===== config.mk =====
export PLATFORM = sky130hd
export DESIGN_NAME = display_scan_controller
export DESIGN_NICKNAME = d
export VERILOG_FILES = /design/src/rtl/display_scan_controller.sv
export SDC_FILE = /design/constraint.sdc
export NUM_CORES = 1
export LEC_CHECK = 0
export ABC_AREA = 1
export CAP_MARGIN = 20
export CORE_MARGIN = 4
export CORE_UTILIZATION = 35
export CTS_BUF_LIST = sky130_fd_sc_hd__clkbuf_8 sky130_fd_sc_hd__clkbuf_16
export CTS_CLUSTER_SIZE = 8
export DETAILED_ROUTE_END_ITERATION = 16
export HOLD_SLACK_MARGIN = 0.1
export PLACE_DENSITY = 0.62
export SYNTH_ARGS = -nofsm -noshare
export SYNTH_HDL_FRONTEND = slang
export SYNTH_SLANG_ARGS = --single-unit

===== constraint.sdc =====
create_clock -name clock -period 3.6 [get_ports clock]
set_input_delay 0.72 -clock clock [delete_from_list [all_inputs] [get_ports clock]]
set_output_delay 0.72 -clock clock [all_outputs]
set_load 0.01 [all_outputs]

===== src/rtl/display_scan_controller.sv =====
// Time-multiplexed 7-segment scan driver with a sequential shift-add-3 binary-to-BCD converter.
// Optional leading-zero blanking is enabled by defining DISPLAY_BLANK_EN.
module display_scan_controller #(
   parameter int DIGITS = 4,
   parameter int WIDTH  = 16,
   parameter int DIV    = 50000
) (
   input  logic              clock,
   input  logic              reset_n,
   input  logic [WIDTH-1:0]  valor,
   input  logic              carregar,
   output logic              ocupado,
   output logic              estouro,
   output logic [3:0]        digito,
   output logic [DIGITS-1:0] anodo
);

   localparam int NB = 4 * DIGITS;
   localparam int IW = (DIGITS > 1) ? $clog2(DIGITS) : 1;
   localparam int CW = (DIV > 1) ? $clog2(DIV) : 1;
   localparam int TW = $clog2(WIDTH);

   localparam logic [IW-1:0] IDX_LAST   = IW'(DIGITS - 1);
   localparam logic [CW-1:0] PRESC_LAST = CW'(DIV - 1);
   localparam logic [TW-1:0] ITER_LAST  = TW'(WIDTH - 1);

   function automatic logic [63:0] pow10(input int n);
      logic [63:0] p;
      p = 64'd1;
      for (int i = 0; i < n; i++) p = p * 64'd10;
      return p;
   endfunction

   // Overflow is decided once at capture time against this constant.
   localparam logic [63:0]   LIMIT     = pow10(DIGITS);
   localparam logic [NB-1:0] ALL_NINES = {DIGITS{4'h9}};

   typedef enum logic [1:0] {OCIOSO, CONVERTE, ATUALIZA} state_t;

   state_t            state_q, state_d;
   logic [WIDTH-1:0]  shift_q, shift_d;
   logic [NB-1:0]     acc_q, acc_d;
   logic [TW-1:0]     iter_q, iter_d;
   logic              ovf_q, ovf_d;
   logic              estouro_q, estouro_d;
   logic [NB-1:0]     disp_q, disp_d;
   logic [CW-1:0]     presc_q, presc_d;
   logic [IW-1:0]     idx_q, idx_d;
   logic [3:0]        digito_q, digito_d;
   logic [DIGITS-1:0] anodo_q, anodo_d;
   logic [NB-1:0]     adj;

   // NOTE: every variable gets a default at the top of always_comb so no path leaves it unassigned (no latch).
   always_comb begin
      state_d   = state_q;
      shift_d   = shift_q;
      acc_d     = acc_q;
      iter_d    = iter_q;
      ovf_d     = ovf_q;
      estouro_d = estouro_q;
      disp_d    = disp_q;
      adj       = acc_q;
      for (int i = 0; i < DIGITS; i++) begin
         if (acc_q[4*i +: 4] >= 4'd5) adj[4*i +: 4] = acc_q[4*i +: 4] + 4'd3;
      end
      case (state_q)
         OCIOSO: begin
            if (carregar) begin
               shift_d = valor;
               acc_d   = '0;
               iter_d  = '0;
               ovf_d   = (64'(valor) >= LIMIT);
               state_d = CONVERTE;
            end
         end
         CONVERTE: begin
            // Carry out of the top nibble is dropped; overflow is already known.
            acc_d   = {adj[NB-2:0], shift_q[WIDTH-1]};
            shift_d = {shift_q[WIDTH-2:0], 1'b0};
            iter_d  = iter_q + TW'(1);
            if (iter_q == ITER_LAST) state_d = ATUALIZA;
         end
         ATUALIZA: begin
            disp_d    = ovf_q ? ALL_NINES : acc_q;
            estouro_d = ovf_q;
            state_d   = OCIOSO;
         end
         default: state_d = OCIOSO;
      endcase
   end

   always_comb begin
      logic [3:0] nib;
`ifdef DISPLAY_BLANK_EN
      logic       above_zero;
      above_zero = 1'b1;
`endif
      nib      = 4'h0;
      digito_d = 4'h0;
      presc_d  = (presc_q == PRESC_LAST) ? '0 : presc_q + CW'(1);
      idx_d    = idx_q;
      if (presc_q == PRESC_LAST) idx_d = (idx_q == IDX_LAST) ? '0 : idx_q + IW'(1);
      anodo_d  = ~(DIGITS'(1) << idx_d);
      // Digit select uses next-state index and display so digito and anodo move together.
      for (int i = DIGITS - 1; i >= 0; i--) begin
         nib = disp_d[4*i +: 4];
`ifdef DISPLAY_BLANK_EN
         above_zero = above_zero && (nib == 4'h0);
         if (IW'(i) == idx_d) digito_d = (above_zero && (i != 0)) ? 4'hF : nib;
`else
         if (IW'(i) == idx_d) digito_d = nib;
`endif
      end
   end

   // NOTE: sequential state uses non-blocking assignments so all flops update from pre-edge values.
   always_ff @(posedge clock or negedge reset_n) begin
      if (!reset_n) begin
         state_q   <= OCIOSO;
         shift_q   <= '0;
         acc_q     <= '0;
         iter_q    <= '0;
         ovf_q     <= 1'b0;
         estouro_q <= 1'b0;
         disp_q    <= '0;
         presc_q   <= '0;
         idx_q     <= '0;
         digito_q  <= 4'h0;
         anodo_q   <= ~(DIGITS'(1));
      end else begin
         state_q   <= state_d;
         shift_q   <= shift_d;
         acc_q     <= acc_d;
         iter_q    <= iter_d;
         ovf_q     <= ovf_d;
         estouro_q <= estouro_d;
         disp_q    <= disp_d;
         presc_q   <= presc_d;
         idx_q     <= idx_d;
         digito_q  <= digito_d;
         anodo_q   <= anodo_d;
      end
   end

   assign ocupado = (state_q != OCIOSO);
   assign estouro = estouro_q;
   assign digito  = digito_q;
   assign anodo   = anodo_q;

endmodule


Yosys cells after proc, flatten, opt, wreduce, memory -nomap -nowiden

Index checks and enable logic that the tools add are counted.
Widths: inputs -> output; s select.

Register bits: 82
Word-level logic and storage cells: 64
Bits of input ports: 19
Output and inout port bits: 10

Shifts and indexed selects: 1
Muxes and demuxes: 22
Bitwise logic cells: 1
Equality and inequality tests: 10
Add/subtract/negate cells: 7
Order comparisons: 5
Reduce and logical (&&, ||, !) cells: 7

Operators with widths:

| cell                  | count |
|---|---|
| $mux 16               | 5 |
| $pmux 16 s2           | 2 |
| $mux 4                | 8 |
| $add 16x1->16 const B | 1 |
| $eq 16x16->1 const B  | 1 |
| $ge 16x14->1 const B  | 1 |
| $ge 4x3->1 const B    | 4 |
| $add 4x2->4 const B   | 3 |
| $mux 2                | 4 |
| $pmux 4 s2            | 1 |
| $reduce_and 2->1      | 3 |
| $add 4x1->4 const B   | 1 |
| $eq 2x2->1 const A    | 2 |
| $eq 2x2->1 const B    | 2 |
| $eq 4x4->1 const B    | 1 |
| $logic_not 2->1       | 2 |
| $ne 2x2->1 const B    | 2 |
| $not 4->4             | 1 |
| $pmux 2 s2            | 1 |
| $reduce_bool 2->1     | 2 |
| $shl 1x2->4 const A   | 1 |
| $add 3x2->3 const B   | 1 |
| $mux 3                | 1 |
| $add 2x1->2 const B   | 1 |
| other kinds (2)       | 2 |

Depth between registers and ports, before layout

Gate-level depths: netlist (run 1).

Depth in word-level cells: 8
Gate-level depth with buffers: 10
Depth with buffers taken out: 10

Worst setup path after synthesis (run 1)

OpenSTA, ideal clock, no wires.

Kind: input -> register
From: in carregar
To: reg shift_q[10]
Stages: 6
Slack: 2,147 ps
Arrival: 1,330 ps
Data required time: 3,476 ps
Library setup time: 124 ps
Path buffers: 1
Path through: inv_1 > nor2_2 > inv_2 > buf_2 > o22ai_1 > a21oi_1

Longest elaborated chain between the ends: 2

Ends and longest elaborated chain:

| item                              | line | RTL |
|---|---|---|
| start, declared                   | 11   | `input logic carregar,` |
| $ne 2x2->1 (no source line)       | -    |  |
| $reduce_and 2->1 (no source line) | -    |  |
| end signal, assigned              | 132  | `shift_q <= shift_d;` |
| end, declared                     | 41   | `logic [WIDTH-1:0] shift_q, shift_d;` |

No other way between the ends.
A chain may end at the register's enable or synchronous reset.

Worst setup path after layout (run 1)

From: reg state_q[0]
To: out ocupado

Longest elaborated chain between the ends: 1

Ends and longest elaborated chain:

| item                   | line | RTL |
|---|---|---|
| start, declared        | 40   | `state_t state_q, state_d;` |
| start signal, assigned | 131  | `state_q <= state_d;` |
| $reduce_bool 2->1      | 145  | `assign ocupado = (state_q != OCIOSO);` |
| end, declared          | 12   | `output logic ocupado,` |

No other way between the ends.

==> metrics.cfg, run 1 <==
[setup_path]
rr_worst_depth = 9
cp-end-kind = primary output
crit_arrival_ps = 1590
r2r-start = presc_q[0]$_DFF_PN0_
startpoint = state_q[0]$_DFFE_PN0P_
cpPeakStageDelay_ps = 560
cp_top_family = buffers and inverters
crit_cells = 3
slowest_stage = clkdlybuf4s50_1
path_cells = inv_2 > nand2_1 > clkdlybuf4s50_1
critPathLaunchType = register
crit_path_end = ocupado
path_class = register to primary output
path_max_fanout = 2
ff2ff_setup_slack_ps = 1900
crit_required_ps = 2880
path_buf_inv = 2
timing.rr.end = digito[0]$_DFF_PN0_

[logic_synthesis]
netlist.area_leader.share = 0.505
synth_edf_count = 0
ys_top_cells_by_area = dfrtp_1 50%, nand2_1 6.6%, inv_1 6.4%
syn_nets = 483
ys_ff_latch = 82
yosysMostFrequentCell = dfrtp_1
netlist_area_sq_um = 3920
netlist_instances = 453
synth.distinct_cells = 32
ys.flop_type = dfrtp_1
yosysTopAreaCell = dfrtp_1
yosysSeqAreaShare = 0.525
synth_commonest_cells = 79 x dfrtp_1, 69 x nand2_1, 67 x inv_1
async_flop_share = 1.00
synth_area_per_cell_sq_um = 8.65
ys.warnings.count = 0

[clocking]
cts.repair.resized = 0
clockBufferDepth = 2
postCtsSetupRepairBufs = 0
ctsRootBufferMaster = clkbuf_8
cts_tree = yes
cts_sinks = 82
cts.clk_slew.worst_paths_ps = 90
clk_latency_ps = 360
h-tree-depth = 3
cts_hold_buf = 0
cts_buffers = 9

[floorplanning]
rows = 38
die_w_um = 114
start_util = 0.360
die_y_um = 114
ioPinCount = 29
coreArea_sq_um = 10900
die_area_sq_um = 12900

[place]
dp.cells = 615
dp_hpwl_mm = 5.65
portBuffers = 28
finalWeightedCongestion = 0.861

[power_and_ir_drop]
intPower_w = 0.00205
powerDensity_nw_per_um2 = 708
clock_power_share = 0.228
pwr-share-comb = 0.346
pwr-share-seq = 0.426
swShare = 0.370
p_leak_nw = 2.26
vdd_drop_max_v = 0.000296
p_switching_w = 0.00120

[drt]
drt_iter0_drc = 191
avgViaCountPerCell = 4.94
routed.top_layer = met4
dr.pass1.iters = 5
drc_errors = 0
wl_met3_um = 303
drt-total-wl_mm = 8.24
wl_per_cell_um = 13.0
wl_met1_mm = 3.99
ant_nets = 0
vias = 3122
wl_met2_mm = 3.83

[timing]
tightestPinTransition_ps = 410
setup_viol = 0
period_share = 0.641
hold_violations = 0
final.min_clock_period_ps = 2310
rsz0062_at_grt = false
setup_tns_ps = 0
relSlewSlack = 0.726
fin_worst_skew_ps = 13.4
fmax_mhz = 433
maxSlewViolCount = 0

[status]
status = finished, final reports clean

[global_route]
grt_overflow = 0
grt_max_degree = 83
antenna_found_initial = 0
grt_usage = 0.134
grt_pass1_vias = 3057
grt_pass1_wl_mm = 14.0

[run]
maxCapViolations = 0

[finish]
diodes = 0
finalNetCount = 517
area_growth_pct = 17.2
final_layout_size_suffix_gt1_frac = 0.0955
fill_cells = 1062
layout.area.seq_sq_um = 2060
layoutNonFillerInstCount = 632
multi_input_area_sq_um = 1530

[worst_hold_path]
hold_class = primary input to asynchronous set/reset pin

-- kinds of logic (layout without fill, tap and decap cells) --
kind of cell	after synthesis	after routing	share of synthesized area
xor+xnor	5	5	0.0112
mux	1	1	0.00256
fa+ha+maj	11	11	0.0351
flops	82	82	0.525
simple gates	180	180	0.212
buf+inv	85	124	0.0850
compound gates	89	89	0.129
-- power groups by stage --
stage / sequential [W] / combinational, W / clock, W
floorplan: 0.00137 / 0.000823 / 0
global placement: 0.00139 / 0.00108 / 0
detailed placement: 0.00140 / 0.00112 / 0
CTS: 0.00138 / 0.00113 / 0.000766
global route: 0.00142 / 0.00129 / 0.000805
finish: 0.00138 / 0.00113 / 0.000740
-- how the worst min path moves through the flow --
stage	slack, ps	end	cells after the start
finish	240	disp_q[10]$_DFF_PN0_	1
global route	250	disp_q[10]$_DFF_PN0_	1
CTS	470	presc_q[0]$_DFF_PN0_	1
detailed placement	460	presc_q[0]$_DFF_PN0_	1
global placement	450	presc_q[0]$_DFF_PN0_	1
floorplan	420	acc_q[0]$_DFFE_PN0P_	0
-- flip-flops by register name (all words and copies together) (netlist names) --
register  cells
shift_q      16
anodo         4
disp_q       16
presc_q      16
state_q       2
ovf_q         1
iter_q        4
acc_q        16
digito        4
estouro       1
idx_q         2
-- layout by cell type (no fill, tap or decap), drive strengths merged --
cell type,Yosys,final
dfrtp,79,79
o31ai,2,2
mux2i,1,1
buf,5,3
xor2,5,5
nand3,36,36
o22ai,20,20
clkinvlp,0,1
nand2,75,75
a31oi,2,2
clkdlybuf4s50,0,27
dfstp,3,3
inv,77,80
o32ai,3,3
a22o,2,2
nor2,54,54
ha,11,11
nand4,7,7
o21bai,1,1
nor3,8,8
clkinv,1,2
o21ai,32,32
clkbuf,2,9
a21oi,27,27
bufinv,0,2
-- metal layers --
metal | GRT usage | vias to the layer above
li1 | - | 1551
met1 | 0.176 | 1507
met2 | 0.215 | 53
met3 | 0.0324 | 11
met4 | 0.0499 | 0
met5 | 0 | -
-- stage by stage --
| step | total power, W | instance area, sq um | util | hold slack, ps | setup WS, ps |
|---|---|---|---|---|---|
| after floorplan | 0.00219 | 3920 | - | 424 | 2150 |
| after detailed placement | 0.00252 | 4350 | 0.399 | 455 | 1570 |
| final | 0.00325 | 4590 | 0.422 | 245 | 1290 |
| after global placement | 0.00247 | 4350 | 0.399 | 453 | 1590 |
| after CTS | 0.00328 | 4560 | 0.419 | 468 | 1260 |
| after global routing | 0.00351 | 4590 | 0.422 | 247 | 1210 |
-- area by class of cell --
type / count / area share
Clock buffer: 9 / 0.0270
Sequential cell: 82 / 0.448
Multi-Input combinational cell: 286 / 0.333
Timing Repair Buffer: 30 / 0.0681
Clock inverter: 7 / 0.0204
Inverter: 78 / 0.0654
Tap cell: 140 / 0.0382
Power figures use the tool's default switching activity.
==> run 2, diff against run 1 <==
Clock period 3.6 ns to 2.3 ns, I/O delays scaled along.
==> metrics.cfg, run 2 (same netlist as run 1, synthesis figures left out) <==
[status]
status = finished, final reports clean

[timing]
rsz0062_at_grt = false
maxSlewViolCount = 0
relSlewSlack = 0.437
setup_tns_ps = 0
fin_ws_ps = 276
fin_worst_skew_ps = 12.9
fmax_mhz = 494
hold_violations = 0
final.min_clock_period_ps = 2020
setup_viol = 0
period_share = 0.880
tightestPinTransition_ps = 844

[drt]
drt-total-wl_mm = 8.36
drt_iter0_drc = 201
dr.pass1.iters = 7
ant_nets = 0
vias = 3132
wl_per_cell_um = 13.2
drc_errors = 0
avgViaCountPerCell = 4.95

[floorplanning]
die_y_um = 114
rows = 38
die_area_sq_um = 12900
die_w_um = 114
ioPinCount = 29
coreArea_sq_um = 10900
start_util = 0.360

[finish]
final_cell_mix = 79 x dfrtp_1, 69 x nand2_1, 68 x inv_1
finalNetCount = 518
layoutNonFillerInstCount = 633
layout.area.seq_sq_um = 2060
final_layout_size_suffix_gt1_frac = 0.0953
stdcell_area_sq_um = 4590
fill_cells = 1076
multi_input_area_sq_um = 1530
area_growth_pct = 17.2
diodes = 0
layout_commonest_cell = dfrtp_1

[power_and_ir_drop]
powerDensity_nw_per_um2 = 1110
p_leak_nw = 2.26
vdd_drop_max_v = 0.000447

[global_route]
grt_overflow = 0
grt_max_degree = 42
grt_pass1_wl_mm = 14.6
grt_pass1_vias = 3033
antenna_found_initial = 0
grt_usage = 0.141

[place]
dp.cells = 616
finalWeightedCongestion = 0.844
portBuffers = 28
dp_hpwl_mm = 5.99
dpl_cell_area_sq_um = 4370
pre_cts_slack_ps = 27.8

[setup_path]
crit_arrival_ps = 1560
path_max_fanout = 2
path_class = register to primary output
crit_required_ps = 1840
timing.rr.end = acc_q[6]$_DFFE_PN0P_
critPathLaunchType = register
cp-end-kind = primary output
ff2ff_setup_slack_ps = 310
rr_worst_depth = 6
r2r-start = state_q[0]$_DFFE_PN0P_

[clocking]
ctsRootBufferMaster = clkbuf_8
cts.clk_slew.worst_paths_ps = 90
clk_latency_ps = 360
cts_tree = yes
cts.repair.resized = 0
cts_buffers = 9
cts_sinks = 82
h-tree-depth = 3
clockBufferDepth = 2

[run]
maxCapViolations = 0

[worst_hold_path]
whs_path_depth = 1
hp-start = presc_q[0]$_DFF_PN0_
hold_end = presc_q[0]$_DFF_PN0_
hold_class = register to register

-- run 2: changes by cell type in the layout (fill, tap and decap cells not counted), sizes merged --
cell / change
dlygate4sd3: +1
-- run 2: area by class of cell --
cell class                 instances  area share
clock inverter                     7      0.0204
inverter                          78      0.0654
clock buffer                       9      0.0270
timing repair buffer              31      0.0686
multi-input combinational        286       0.333
tap                              140      0.0381
sequential                        82       0.448
-- run 2: repair_timing --
item,in CTS,in global routing
hold buffers,1,0
buffers inserted,0,0
endpoints found under the hold margin,15,0
-- run 2: worst max-delay path by stage --
stage	start	end	slack (ps)	cells after the start
2_1_floorplan	presc_q[0]$_DFF_PN0_	digito[0]$_DFF_PN0_	860	8
3_3_place_gp	carregar	acc_q[13]$_DFFE_PN0P_	50	6
3_5_place_dp	carregar	acc_q[7]$_DFFE_PN0P_	30	6
4_1_cts	state_q[0]$_DFFE_PN0P_	ocupado	240	3
5_1_grt	state_q[0]$_DFFE_PN0P_	acc_q[1]$_DFFE_PN0P_	90	6
6_report	state_q[0]$_DFFE_PN0P_	ocupado	280	3
-- run 2: through the flow --
stage,util,power [W],hold WS [ps]
after floorplan,-,0.00343,164
after global placement,0.401,0.00386,452
after detailed placement,0.401,0.00394,462
after CTS,0.422,0.00513,473
after global routing,0.422,0.00550,493
final,0.422,0.00508,470
-- run 2: layer usage --
metal / part of all wire / routed length, um / GRT usage
met5: 0 / 0 / 0
met1: 0.48 / 4030 / 0.192
met2: 0.46 / 3850 / 0.218
met4: 0.013 / 110 / 0.0451
met3: 0.043 / 363 / 0.0408
-- run 2: critical path, stage by stage, from the launching register on --
cell and delay, ps:
dfrtp_1 460, inv_2 80, nand2_1 100, clkdlybuf4s50_1 550
-- run 2: report_power, final --
group          switching (W)  internal, W
clock               0.000547     0.000613
sequential          0.000274      0.00190
combinational        0.00106     0.000679
total                0.00188      0.00320
